File: config.mk
export PLATFORM = sky130hd
export DESIGN_NAME = inst_fetch
export DESIGN_NICKNAME = d
export VERILOG_FILES = /design/src/rtl/inst_fetch.sv
export SDC_FILE = /design/constraint.sdc
export NUM_CORES = 1
export LEC_CHECK = 0
export CORE_MARGIN = 8
export CORE_UTILIZATION = 44
export CTS_CLUSTER_DIAMETER = 30
export CTS_CLUSTER_SIZE = 40
export DETAILED_ROUTE_END_ITERATION = 7
export PLACE_DENSITY = 0.86
export SLEW_MARGIN = 20
export SYNTH_ARGS = -nofsm -noshare
export SYNTH_HDL_FRONTEND = slang
export SYNTH_SLANG_ARGS = --single-unit
File: constraint.sdc
create_clock -name clk -period 3.3 [get_ports clk]
set_input_delay 0.66 -clock clk [delete_from_list [all_inputs] [get_ports clk]]
set_output_delay 0.66 -clock clk [all_outputs]
set_load 0.01 [all_outputs]
File: src/rtl/inst_fetch.sv
// inst_fetch: holds the program counter, fetches one 32-bit instruction at a time
// over a wait-state-tolerant memory handshake, and presents it to decode with valid/ready.
// Optional feature macro: INST_FETCH_MISALIGN_TRAP_EN. When it is defined, a next-PC
// target with bit 1 set enters a sticky FAULT state. When it is undefined, the target
// is silently word-aligned and fetch_fault is tied low.
module inst_fetch #(
  parameter logic [31:0] RESET_PC = 32'h0000_0000
) (
  input  logic        clk,
  input  logic        rst,
  output logic        imem_req,
  output logic [31:0] imem_addr,
  input  logic        imem_ack,
  input  logic [31:0] imem_rdata,
  output logic [31:0] inst,
  output logic [31:0] pc,
  output logic        inst_valid,
  input  logic        inst_ready,
  input  logic        PCSel,
  input  logic [31:0] alu_target,
  output logic        fetch_fault
);

  localparam int unsigned XLEN = 32;
  localparam logic [XLEN-1:0] NOP_INST  = XLEN'(32'h0000_0013);
  localparam logic [XLEN-1:0] PC_STEP   = XLEN'(4);
  localparam logic [XLEN-1:0] BIT0_MASK = ~XLEN'(1);
  localparam logic [XLEN-1:0] WORD_MASK = ~XLEN'(3);

  typedef enum logic [1:0] {
    S_FETCH = 2'd0,
    S_VALID = 2'd1,
    S_FAULT = 2'd2
  } state_t;

  state_t          state_q, state_d;
  logic [XLEN-1:0] pc_q, pc_d;
  logic [XLEN-1:0] inst_q, inst_d;
  logic            req_q, req_d;
  logic            valid_q, valid_d;
  logic            fault_d;

  logic [XLEN-1:0] seq_pc;
  logic [XLEN-1:0] jmp_pc;
  logic [XLEN-1:0] target;

  // Next-PC candidate; only consumed at the accepting edge.
  always_comb begin
    seq_pc = pc_q + PC_STEP;
    jmp_pc = alu_target & BIT0_MASK;
    target = PCSel ? jmp_pc : seq_pc;
  end

  // Next-state, next-PC and next-output decode.
  always_comb begin
    state_d = state_q;
    pc_d    = pc_q;
    inst_d  = inst_q;
    req_d   = 1'b0;
    valid_d = 1'b0;
    fault_d = 1'b0;
    case (state_q)
      S_FETCH: begin
        if (imem_ack) begin
          inst_d  = imem_rdata;
          state_d = S_VALID;
        end
      end
      S_VALID: begin
        if (inst_ready) begin
`ifdef INST_FETCH_MISALIGN_TRAP_EN
          pc_d    = target;
          state_d = target[1] ? S_FAULT : S_FETCH;
`else
          pc_d    = target & WORD_MASK;
          state_d = S_FETCH;
`endif
        end
      end
      S_FAULT: begin
        state_d = S_FAULT;
      end
      default: begin
        state_d = S_FETCH;
      end
    endcase
    req_d   = (state_d == S_FETCH);
    valid_d = (state_d == S_VALID);
    fault_d = (state_d == S_FAULT);
  end

  // State, PC, instruction and registered handshake flags; reset dominates everything.
  always_ff @(posedge clk) begin
    if (rst) begin
      state_q <= S_FETCH;
      pc_q    <= RESET_PC;
      inst_q  <= NOP_INST;
      req_q   <= 1'b0;
      valid_q <= 1'b0;
    end else begin
      state_q <= state_d;
      pc_q    <= pc_d;
      inst_q  <= inst_d;
      req_q   <= req_d;
      valid_q <= valid_d;
    end
  end

`ifdef INST_FETCH_MISALIGN_TRAP_EN
  logic fault_q;

  // Sticky fault flag, cleared only by reset.
  always_ff @(posedge clk) begin
    if (rst) begin
      fault_q <= 1'b0;
    end else begin
      fault_q <= fault_d;
    end
  end

  assign fetch_fault = fault_q;
`else
  logic unused_fault;
  assign unused_fault = fault_d;
  assign fetch_fault  = 1'b0;
`endif

  assign imem_req   = req_q;
  assign imem_addr  = pc_q;
  assign pc         = pc_q;
  assign inst       = inst_q;
  assign inst_valid = valid_q;

endmodule

Word level (Yosys, flattened, before mapping). Cells that the tools add are included.

Bits in registers: 66. Input bits: 69. Output and inout port bits: 99. Logic and storage cells: 17.

Add/subtract/negate cells: 1. Equal/unequal tests: 3. Mux-type cells: 4. Reductions and logical operators: 4.

Operators by type and width (count): 32-bit by 3-bit adder with 32-bit output (second input constant) (1); 32-bit two-way mux (1); 2-bit case mux with 3 select lines (1); 2-bit by 1-bit == test with 1-bit output (second input constant) (2); 2-bit zero test (2); 2-bit two-way mux (2); 2-bit AND reduction (2); 2-bit == test (second input constant) (1).

Depth between registers and ports, before layout.
Word-level depth: 3. Mapped depth: 7. Gate-level depth less buffers: 6.

Worst setup path before layout. No wires, ideal clock.

Path type: register to register. Start: register pc_q[2] (netlist: imem_addr[2]). End: register pc_q[18] (netlist: imem_addr[18]). Setup time: 0.117 ns. Arrival time: 1.919 ns. Data required time: 3.183 ns. Path slack: 1.263 ns. Cell stages (with the launch flop): 7. Buffers on the path: 0. Clock period less this slack: 2.037 ns. Cells stage by stage: dfxtp_1 > ha_1 > nand4_4 > or4_1 > nor2_1 > o21ai_0 > a32o_1.

Longest elaborated chain between the ends: 2.

RTL lines: start: declaration (RTL line 37) `logic [XLEN-1:0] pc_q, pc_d;`; start signal: assignment (RTL line 102) `pc_q <= pc_d;`; 32-bit by 3-bit adder with 32-bit output (RTL line 49) `seq_pc = pc_q + PC_STEP;`; 32-bit two-way mux (RTL line 51) `target = PCSel ? jmp_pc : seq_pc;`.

No other way between the ends. A chain may end at the register's enable or synchronous reset.

Final worst setup path.
Start: register pc_q[2] (netlist: imem_addr[2]). End: register pc_q[20] (netlist: imem_addr[20]).

The elaborated chain is that of the path after synthesis.

==> impl_metrics.yaml <==
run_status:
  outcome: "completed"
clock_tree:
  cts_root_buffer: "clkbuf_8"
  clockBufferDepth: 2
  cts_resized: 0
  clk_latency_ns: 0.33
  htree_levels: 3
  cts_tree: "yes"
  cts_setup_buffers: 0
  cts_inserted_buffers: 9
  clkTransAtPathRegs_ns: 0.08
  ctsHoldBuffers: 0
  cts.sinks: 66
worst_setup_path:
  critPathTopFamily: "simple AND/OR/NAND/NOR gates"
  cp_num_buf_inv: 0
  worst_path_max_delay_cell: "dfxtp_1"
  worst_setup_path_start_kind: "register"
  arrival_ns: 2.65
  critPathMaxStageDelay_ns: 0.51
  cp_max_fo: 9
  cp_cell_sequence: "ha_1 > nand4_4 > nor4_2 > nand2b_1 > or4_1 > a41oi_1"
  crit_required_ns: 3.55
  end_kind: "register"
  crit_type: "reg -> reg"
power:
  p_per_area_mw_per_mm2: 406
  ir_drop_mv: 0.249
  clkPwrFrac_pct: 40.3
  pwr-share-comb_pct: 17.3
  p_seq_share_pct: 42.4
  leakagePower_nw: 1.76
  power_switching_w: 0.000526
  power_switching_share_pct: 25.4
  power.internal_w: 0.00154
  power_w: 0.00207
synthesis:
  ys_ff_latch: 66
  syn_area_mm2: 0.00345
  syn_inst: 452
  seq_area_frac_synth_pct: 38.3
  synth-main-ff-cell: "dfxtp_1"
  synth_cell_types: 55
  synth.top_cells.by_count: "nand2_1 (92), dfxtp_1 (66), a21oi_1 (46)"
  synth_area_leader_cell: "dfxtp_1"
  synth.area.top_cells: "dfxtp_1 (38%), nand2_1 (10%), buf_4 (7.6%), a21oi_1 (6.7%), nor2_1 (3.5%)"
  synth_edf_count: 0
  postSynthAreaPerCell_um2: 7.64
  synth-warning-count: 0
  async_flop_share_pct: 0
  synth.top_cell.area_share_pct: 38.3
  yosysMostFrequentCell: "nand2_1"
global_route:
  grt_pass1_wl_mm: 18.7
  grt_pass1_vias: 3711
  grt_max_degree: 39
  antenna_found_initial: 0
  grtUsageTotal_pct: 20.2
  grt-ovfl-total: 0
route:
  ant_nets: 0
  postRouteWirelength_mm: 11.5
  wire_per_inst_um: 17.0
  viasPerCell: 5.55
  num_vias: 3746
  drt_iter0_drc: 168
  first_pass_iters: 5
  drc: 0
sta:
  rsz0062_at_grt: "false"
  hold_viol: 0
  skew_ns: 0.0108
  tns_ns: 0
  min_period_ns: 2.40
  fmax_mhz: 417
  worst_pin_slew_ns: 1.04
  slew_headroom_pct: 30.3
  period_share_pct: 72.6
  drv_slew: 0
  setup_viol_count_final: 0
floorplanning:
  pin_count: 168
  die_w_um: 105
  num_rows: 32
  dieArea_mm2: 0.0109
  die_h_um: 105
  initial_core_util_pct: 45.1
  core_area_mm2: 0.00765
finish:
  multi_input_area_mm2: 0.00175
  fin_util_pct: 66.6
  syn2layout_area_growth_pct: 47.4
  drive_gt1_share_pct: 5.41
  ff_latch_area_mm2: 0.00132
  fillers: 645
  antenna_cells: 0
  stdcell_count: 675
  fin_nets: 638
  final_area_mm2: 0.00509
placement:
  place_hpwl_mm: 8.40
  dpl.cell_count: 659
  gp_congestion: 0.862
  numPortBuffers: 160
  placed_area_mm2: 0.00485
job:
  cap_violations: 0
min_path:
  hp-class: "reg -> reg"
## power by group through the flow
stage          clock [W]  sequential [W]  combinational [W]
3_5_place_dp           0        0.000894           0.000359
4_1_cts         0.000848        0.000876           0.000361
3_3_place_gp           0        0.000891           0.000353
6_report        0.000834        0.000877           0.000358
5_1_grt         0.000890        0.000883           0.000389
2_1_floorplan          0        0.000904           0.000153
## cell families after synthesis
kind of cell	count (synthesis)	synth area share, %
AO/OA/AOI/OAI	114	21.0
adder cells (fa/ha/maj)	1	0.362
buffers and inverters	70	11.5
flip-flops	66	38.3
multiplexers	3	0.870
other	1	0.109
AND/OR/NAND/NOR	197	27.8
## placed cells by master, fill, tap and decap left out, types with 3 or more instances in the layout
cell	synthesis	routed
o21a_1	4	4
or3_1	3	3
and3_1	3	3
bufinv_16	0	3
a22o_1	3	3
nand2_1	92	92
nor2_1	32	32
a32o_1	4	4
buf_4	35	5
a22oi_1	3	3
mux2i_1	3	3
a21oi_1	46	46
inv_1	6	6
conb_1	1	5
a311oi_1	4	4
nand3b_1	3	3
clkdlybuf4s50_1	0	158
o31ai_1	5	5
nor3_1	10	10
nand2b_1	5	5
nand4_1	8	8
clkbuf_8	0	9
and2_1	3	3
a211oi_1	4	4
nor4_1	5	5
a31oi_1	7	7
nand3_1	16	16
o21ai_0	18	18
or4_1	3	3
dfxtp_1	66	66
## per-stage QoR
stage	worst slack [ns]	hold WS (ns)
finish	0.904	0.453
detailed placement	0.662	0.447
global route	0.739	0.474
CTS	0.920	0.455
global placement	0.707	0.440
floorplan	1.26	0.481
## metal layers
metal  track usage (%)  wire (um)  vias to the layer above
li1                  -          -                     1797
met1              23.7       4560                     1750
met2              34.8       5810                      175
met3              4.91        897                       24
met4              7.85        228                        0
met5                 0          0                        -
## cell type report
cell class	instances	share of cell area (%)
multi-input combinational	320	34.3
timing repair buffer	165	32.0
sequential	66	26.0
clock buffer	10	2.51
tap	102	2.51
clock inverter	6	2.24
inverter	6	0.442
## tightest hold or removal path, cell delays in order, from the launching register on
cell	delay, ns
dfxtp_1	0.31
nand2_1	0.05
a21oi_1	0.05
## flip-flops by register name, indices dropped and copies added, names as in the netlist
signal      flops
inst           32
state_q         2
inst_valid      1
imem_addr      30
imem_req        1
## path summary, 6_finish.rpt
path | start | end | depth (start not counted) | slack, ns
worst min-delay path | inst[23] | inst[23] | 2 | 0.45
worst max-delay path | imem_addr[2] | imem_addr[20] | 6 | 0.90
worst max register to register | imem_addr[2] | imem_addr[20] | 6 | 0.90
worst min register to register | inst[23] | inst[23] | 2 | 0.45
Note: power is estimated with default switching activity, not from simulation.
